===== src/rtl/fifo_wr_arbiter.sv =====
// fifo_wr_arbiter: round-robin arbiter for N_REQ writers sharing one FIFO write port.
// Grant, write enable and write data are combinational (zero-cycle request-to-write).
// Build option FIFO_ARB_BURST_EN: a winner keeps the port for up to BURST_LEN words.
// N_REQ must be at least 2.
//
// state | meaning (burst build only)
// IDLE  | arbitrate among all requesters every cycle
// OWN   | burst owner holds the port until BURST_LEN words, a request drop, or reset
module fifo_wr_arbiter #(
  parameter int N_REQ      = 4,
  parameter int DATA_WIDTH = 8,
  parameter int BURST_LEN  = 4
) (
  input  logic                        clk,
  input  logic                        rst,
  input  logic [N_REQ-1:0]            req,
  input  logic [N_REQ*DATA_WIDTH-1:0] data_in,
  input  logic                        fifo_full,
  output logic [N_REQ-1:0]            gnt,
  output logic                        fifo_wr_en,
  output logic [DATA_WIDTH-1:0]       fifo_wdata,
  output logic                        owner_vld,
  output logic [$clog2(N_REQ)-1:0]    owner_id,
  output logic [15:0]                 word_cnt
);
  localparam int IDW = $clog2(N_REQ);

  if (BURST_LEN < 1) begin : g_burst_len_chk
    $error("fifo_wr_arbiter: BURST_LEN must be at least 1");
  end

  logic [IDW-1:0]        ptr_q, ptr_d;
  logic [15:0]           word_cnt_q, word_cnt_d;
  logic                  win_vld;
  logic [IDW-1:0]        win_idx;
  logic [N_REQ-1:0]      gnt_c;
  logic                  take_win;
  logic                  owner_vld_c;
  logic [IDW-1:0]        owner_id_c;
  logic [DATA_WIDTH-1:0] wdata_c;

  // Round-robin search: first requester at or after ptr, wrapping modulo N_REQ
  always_comb begin
    win_vld = 1'b0;
    win_idx = '0;
    for (int i = 0; i < N_REQ; i++) begin
      if (!win_vld && req[(int'(ptr_q) + i) % N_REQ]) begin
        win_vld = 1'b1;
        win_idx = IDW'((int'(ptr_q) + i) % N_REQ);
      end
    end
  end

`ifdef FIFO_ARB_BURST_EN
  localparam int CW = $clog2(BURST_LEN + 1);
  localparam logic [0:0] ST_IDLE = 1'b0;
  localparam logic [0:0] ST_OWN  = 1'b1;

  logic [0:0]     state_q, state_d;
  logic [CW-1:0]  cnt_q, cnt_d;
  logic [IDW-1:0] owner_q, owner_d;

  // Burst FSM: grant selection and next-state for IDLE/OWN
  always_comb begin
    state_d     = state_q;
    cnt_d       = cnt_q;
    owner_d     = owner_q;
    gnt_c       = '0;
    take_win    = 1'b0;
    owner_vld_c = 1'b0;
    owner_id_c  = '0;
    case (state_q)
      ST_OWN: begin
        owner_vld_c = 1'b1;
        owner_id_c  = owner_q;
        if (!fifo_full) begin
          if (req[owner_q]) begin
            gnt_c[owner_q] = 1'b1;
            if (cnt_q + CW'(1) == CW'(BURST_LEN)) begin
              state_d = ST_IDLE;
              cnt_d   = '0;
            end else begin
              cnt_d = cnt_q + CW'(1);
            end
          end else begin
            // owner went away: give up the port, one idle cycle
            state_d = ST_IDLE;
            cnt_d   = '0;
          end
        end
      end
      default: begin
        if (!fifo_full && win_vld) begin
          gnt_c[win_idx] = 1'b1;
          take_win       = 1'b1;
          if (BURST_LEN > 1) begin
            // the winning cycle already counts as the owner's first word
            state_d     = ST_OWN;
            owner_d     = win_idx;
            cnt_d       = CW'(1);
            owner_vld_c = 1'b1;
            owner_id_c  = win_idx;
          end
        end
      end
    endcase
  end

  // Burst FSM registers
  always_ff @(posedge clk) begin
    if (rst) begin
      state_q <= ST_IDLE;
      cnt_q   <= '0;
      owner_q <= '0;
    end else begin
      state_q <= state_d;
      cnt_q   <= cnt_d;
      owner_q <= owner_d;
    end
  end
`else
  // Plain round-robin: every transfer is a fresh arbitration
  always_comb begin
    gnt_c    = '0;
    take_win = 1'b0;
    if (!fifo_full && win_vld) begin
      gnt_c[win_idx] = 1'b1;
      take_win       = 1'b1;
    end
  end

  assign owner_vld_c = 1'b0;
  assign owner_id_c  = '0;
`endif

  // Write-data mux over the (one-hot) grant
  always_comb begin
    wdata_c = '0;
    for (int i = 0; i < N_REQ; i++) begin
      if (gnt[i]) wdata_c = wdata_c | data_in[i*DATA_WIDTH +: DATA_WIDTH];
    end
  end

  // Pointer advance and saturating write counter
  always_comb begin
    ptr_d = ptr_q;
    if (take_win) ptr_d = (win_idx == IDW'(N_REQ - 1)) ? '0 : win_idx + IDW'(1);
    word_cnt_d = word_cnt_q;
    if (fifo_wr_en && word_cnt_q != 16'hFFFF) word_cnt_d = word_cnt_q + 16'd1;
  end

  // Shared registers
  always_ff @(posedge clk) begin
    if (rst) begin
      ptr_q      <= '0;
      word_cnt_q <= '0;
    end else begin
      ptr_q      <= ptr_d;
      word_cnt_q <= word_cnt_d;
    end
  end

  assign gnt        = rst ? '0 : gnt_c;
  assign fifo_wr_en = |gnt;
  assign fifo_wdata = wdata_c;
  assign owner_vld  = !rst && owner_vld_c;
  assign owner_id   = owner_vld ? owner_id_c : '0;
  assign word_cnt   = word_cnt_q;
endmodule

===== config.mk =====
export PLATFORM = sky130hd
export DESIGN_NAME = fifo_wr_arbiter
export DESIGN_NICKNAME = d
export VERILOG_FILES = /design/src/rtl/fifo_wr_arbiter.sv
export SDC_FILE = /design/constraint.sdc
export NUM_CORES = 1
export LEC_CHECK = 0
export BUFFER_PORTS_ARGS = -buffer_cell sky130_fd_sc_hd__buf_4
export CAP_MARGIN = 5
export CORE_MARGIN = 5
export CORE_UTILIZATION = 40
export DETAILED_ROUTE_END_ITERATION = 10
export PLACE_DENSITY = 0.7
export SLEW_MARGIN = 25
export SYNTH_ARGS = -nofsm -noshare
export SYNTH_HDL_FRONTEND = slang
export SYNTH_SLANG_ARGS = --single-unit

===== constraint.sdc =====
create_clock -name clk -period 4.1 [get_ports clk]
set_input_delay 0.205 -clock clk [delete_from_list [all_inputs] [get_ports clk]]
set_output_delay 0.205 -clock clk [all_outputs]
set_load 0.02 [all_outputs]

## Word level (Yosys, flattened, before mapping)

Cells that the tools add are included.

| word-level totals | value |
|---|---|
| output and inout port bits | 32 |
| register bits after elaboration | 18 |
| bits of input ports | 39 |
| logic and storage cells | 64 |

| cells by class | value |
|---|---|
| eq/ne operators | 2 |
| reductions and logical operators | 14 |
| magnitude comparators | 6 |
| $add $sub $neg | 5 |
| multiplexer cells | 29 |
| bitwise gates (word level) | 6 |

Operators with widths:

| kind | count |
|---|---|
| two-way mux 8 bit | 4 |
| bitwise OR 8 bit | 3 |
| adder 16 x 1 -> 16 bit, second input constant | 1 |
| inequality test 16 bit, second input constant | 1 |
| two-way mux 1 bit | 13 |
| less-than comparator 3 x 4 -> 1 bit, second input constant | 3 |
| two-way mux 2 bit | 5 |
| binary-select mux 1 bit (select 2 bit) | 4 |
| two-way mux 4 bit | 2 |
| logical AND 1 bit | 6 |
| less-than comparator 2 x 3 -> 1 bit, second input constant | 2 |
| OR reduction 2 bit | 3 |
| adder 2 x 1 -> 2 bit, second input constant | 2 |
| adder 2 bit, second input constant | 2 |
| logical NOT 1 bit | 4 |
| OR reduction 4 bit | 1 |
| bitwise AND 1 bit, first input constant | 3 |
| demux 1 bit (select 2 bit) | 1 |
| == test 2 bit, second input constant | 1 |
| greater-or-equal comparator 2 x 1 -> 1 bit, second input constant | 1 |

## Longest topological paths before layout

| logic depth | value |
|---|---|
| word-level depth | 27 |
| mapped depth | 8 |
| depth with buffers taken out | 7 |

## Worst setup path after synthesis

OpenSTA, ideal clock, no wires.

| timing path | value |
|---|---|
| path kind | reg2out |
| start point | register ptr_q[1] |
| end point | output fifo_wdata[0] |
| data arrival time | 1.959 ns |
| stages on the path, launching flop included | 8 |
| required time | 3.895 ns |
| buffers on the path | 1 |
| path slack | 1.936 ns |
| cells stage by stage | dfxtp_1 -> mux2i_1 -> nor2_1 -> nor4_1 -> ha_1 -> buf_1 -> a22oi_1 -> a21oi_1 |

| between the ends | value |
|---|---|
| longest elaborated chain between the ends | 25 |
| elaborated cells between the ends (all ways) | 43 |
| those cells by class | add/sub: 3; order compare: 2; mux: 27; bitwise: 3; reduce/logical: 8 |

Ends and longest elaborated chain:

| what | RTL line | RTL |
|---|---|---|
| start, declared | 32 | `logic [IDW-1:0] ptr_q, ptr_d;` |
| start signal, assigned | 158 | `ptr_q <= ptr_d;` |
| adder 2 x 1 -> 2 bit or binary-select mux 1 bit (select 2 bit) (tied branches) | 47, 49 |  |
| binary-select mux 1 bit (select 2 bit) or two-way mux 1 bit (tied branches) | 47 | `if (!win_vld && req[(int'(ptr_q) + i) % N_REQ]) begin` |
| two-way mux 1 bit (not written as such) | 47 |  |
| two-way mux 1 bit (not written as such) or logical NOT 1 bit (tied branches) | 47 |  |
| logical AND 1 bit | 47 |  |
| two-way mux 1 bit | 47 |  |
| logical NOT 1 bit | 47 |  |
| logical AND 1 bit | 47 |  |
| [9 not listed] | -- |  |
| two-way mux 4 bit (*) | 163 | `assign gnt = rst ? '0 : gnt_c;` |
| two-way mux 8 bit | 140 | `if (gnt[i]) wdata_c = wdata_c \| data_in[i*DATA_WIDTH +: DATA_WIDTH];` |
| bitwise OR 8 bit | 140 |  |
| two-way mux 8 bit | 140 |  |
| bitwise OR 8 bit | 140 |  |
| two-way mux 8 bit | 140 |  |
| bitwise OR 8 bit | 140 |  |
| two-way mux 8 bit (*) | 140 |  |
| end, declared | 21 | `output logic [DATA_WIDTH-1:0] fifo_wdata,` |

Mark *: on every way between the ends. The rest lies on a longest branch, timed or not. The select of a mux whose other input is x is not followed.

## Worst setup path after layout

| timing path | value |
|---|---|
| start point | register ptr_q[1] |
| end point | output fifo_wdata[1] |

Same word-level chain as after synthesis.

==> flow_metrics.env <==
export IMPL_io_pins=71
export IMPL_core_area_mm2=0.00328
export IMPL_avgViaCountPerCell=5.68
export IMPL_utilization_pct=57.7
export IMPL_ys_warn_count=0
export IMPL_p_sw_share_pct=32.0
export IMPL_finalCriticalPeriod_ns=2.68
export IMPL_numCtsBuffers=3
export IMPL_postCtsSetupBuffers=0
export IMPL_comb_power_share_pct=32.7
export IMPL_yosys_top_cells_area="dfxtp_1 27%, a22oi_1 9.0%, a21oi_1 6.3%, ha_1 4.7%, mux2_1 4.2%"
export IMPL_multi_input_area_um2=911
export IMPL_crit_path_end="fifo_wdata[1]"
export IMPL_synth_top_area_cell="dfxtp_1"
export IMPL_overflow=0
export IMPL_p_leak_uw=0.000856
export IMPL_required_ns=3.89
export IMPL_cts_resized=0
export IMPL_rsz0062_at_grt="no"
export IMPL_relSlewSlack_pct=62.9
export IMPL_drt_wl_total_um=4230
export IMPL_cp_slowest_cell="dfxtp_1"
export IMPL_setup_viol=0
export IMPL_hold_viol=0
export IMPL_cts_tree="yes"
export IMPL_synth_top_area_share_pct=26.9
export IMPL_htree_num_levels=1
export IMPL_end_kind="primary output"
export IMPL_syn_inst=164
export IMPL_drc=0
export IMPL_root_buffer="clkbuf_4"
export IMPL_p_per_area_mw_per_mm2=235
export IMPL_reg2reg_depth=5
export IMPL_setup_ws_ns=1.42
export IMPL_clock_path_buffers=2
export IMPL_crit_chain="mux2i_1 -> nor2_1 -> nor4_1 -> inv_1 -> ha_1 -> a22oi_1 -> a21oi_1 -> buf_4"
export IMPL_ys_ff_latch=18
export IMPL_synth_async_reset_ratio_pct=0
export IMPL_hpwl_um=3280
export IMPL_fillers=325
export IMPL_ys_seq_area_share_pct=26.9
export IMPL_worstPathArrival_ns=2.48
export IMPL_yosysMostFrequentCell="dfxtp_1"
export IMPL_rr_startpoint="word_cnt[0]"
export IMPL_rr_endpoint="word_cnt[14]"
export IMPL_grt_first_pass_wirelength_um=6560
export IMPL_seqCellArea_um2=360
export IMPL_grt_pass1_vias=1483
export IMPL_dr_total_vias=1552
export IMPL_die_y_um=67.9
export IMPL_vdd_drop_max_uv=158
export IMPL_netlist_area_mm2=0.00134
export IMPL_die_x_um=67.9
export IMPL_synth_edf_count=0
export IMPL_hp_class="primary input to flop"
export IMPL_clkTransAtPathRegs_ns=0.11
export IMPL_portBuffers=67
export IMPL_switchingPower_uw=143
export IMPL_drive_above_1_share_pct=36.1
export IMPL_track_usage_pct=18.1
export IMPL_ys_flop_type="dfxtp_1"
export IMPL_synth_area_per_cell_um2=8.17
export IMPL_grt_max_degree=21
export IMPL_gp_congestion=0.802
export IMPL_slew_viol_final=0
export IMPL_routedWlPerCell_um=15.5
export IMPL_crit_fanout=9
export IMPL_initial_core_util_pct=40.8
export IMPL_synth_distinct_cells=49
export IMPL_fp_row_count=21
export IMPL_fmaxAchievable_ghz=0.373
export IMPL_clk_latency_ns=0.30
export IMPL_diodes=0
export IMPL_cp_start_kind="flop"
export IMPL_clock_sinks=18
export IMPL_drtIter0Drc=65
export IMPL_die_area_mm2=0.00461
export IMPL_seq_power_share_pct=41.8
export IMPL_ant_nets=0
export IMPL_place_ws_ns=1.79
export IMPL_synthToLayoutAreaGrowth_pct=41.4
export IMPL_hold_buffers=0
export IMPL_outcome="completed"
export IMPL_fin_nets=272
export IMPL_clockPowerShare_pct=25.5
export IMPL_tns_ns=0
export IMPL_crit_type="flop to primary output"
export IMPL_min_period_over_period_pct=65.4
export IMPL_ff2ff_setup_slack_ns=2.22
export IMPL_antenna_found_initial=0
export IMPL_p_int_uw=303
export IMPL_tightest_slew_ns=0.551
export IMPL_drv_cap=0
export IMPL_crit_path_start="ptr_q[1]"
export IMPL_skew_ns=0.00453
export IMPL_hp_start="rst"
export IMPL_synth_common_cells="18 x dfxtp_1, 17 x a21oi_1, 16 x a22oi_1"
export IMPL_hold_depth=2
export IMPL_firstDrtPassIters=4
export IMPL_slowest_delay_ns=0.45
flip-flops by register name (all words and copies together) (netlist names):
name	flops
ptr_q	2
word_cnt	16
worst min path at each step:
stage / endpoint / slack (ns)
4_1_cts: word_cnt[14] / 0.22
5_1_grt: ptr_q[1] / 0.24
3_5_place_dp: word_cnt[15] / 0.49
2_1_floorplan: ptr_q[1] / 0.43
3_3_place_gp: word_cnt[0] / 0.48
6_report: word_cnt[14] / 0.22
layout by cell type, fill, tap and decap left out, types with 2 or more instances in the layout:
cell and instances:
o31ai_1 2, or4_1 4, nor2b_1 5, a22oi_1 16, o41ai_1 2, nand4_2 2
clkbuf_4 3, a211oi_1 2, and3_1 6, nor4_1 4, mux2i_1 3, inv_1 6
conb_1 3, nand4_1 3, ha_1 5, and4_1 2, mux2_1 5, nor3b_1 2
nand3_1 3, o21ai_0 3, a21oi_1 17, dfxtp_1 18, nand2_1 8, o211ai_1 3
and2_1 2, nor2_1 8, o2111ai_1 2, o21a_1 2, buf_4 67
stage by stage:
stage	total power (µW)	cell area, µm²	hold WS [ns]	std cells
3_3_place_gp	330	1860	0.481	269
5_1_grt	470	1890	0.239	273
6_report	446	1890	0.220	273
3_5_place_dp	336	1860	0.490	269
2_1_floorplan	273	1350	0.426	166
4_1_cts	446	1890	0.218	273
cell families (layout without fill, tap and decap cells):
| group | count (synthesis) | count (layout) | share of synthesized area [%] |
|---|---|---|---|
| other | 1 | 3 | 0.280 |
| adders and majority gates | 5 | 5 | 4.67 |
| and+or+nand+nor | 58 | 58 | 26.3 |
| muxes | 8 | 8 | 6.44 |
| AOI/OAI and AO/OA | 57 | 57 | 29.7 |
| DFF | 18 | 18 | 26.9 |
| buffers and inverters | 17 | 78 | 5.69 |
power by group through the flow:
| stage | combinational (µW) | sequential, µW | clock, µW |
|---|---|---|---|
| 6_report | 146 | 186 | 114 |
| 5_1_grt | 160 | 187 | 122 |
| 4_1_cts | 146 | 186 | 114 |
| 3_5_place_dp | 146 | 190 | 0 |
| 3_3_place_gp | 141 | 189 | 0 |
| 2_1_floorplan | 81.1 | 192 | 0 |
critical path: cells and delay by family, from the launching register on:
family / cells / cell delay (ns)
compound gates: 2 / 0.36
fa+ha+maj: 1 / 0.35
buf+inv: 2 / 0.31
flops: 1 / 0.45
mux: 1 / 0.21
simple gates: 2 / 0.51
per-layer routing:
layer	track usage (%)	vias up	routed length, µm
li1	-	753	-
met3	4.93	5	539
met4	5.71	0	43
met5	0	-	0
met2	33.7	77	1990
met1	19.9	717	1660
cell type report:
class	count	share of cell area (%)
Inverter	7	1.39
Timing Repair Buffer	67	26.6
Multi-Input combinational cell	131	48.1
Tap cell	46	3.04
Sequential cell	18	19.0
Clock buffer	4	1.92
Note: power is estimated with default switching activity, not from simulation.
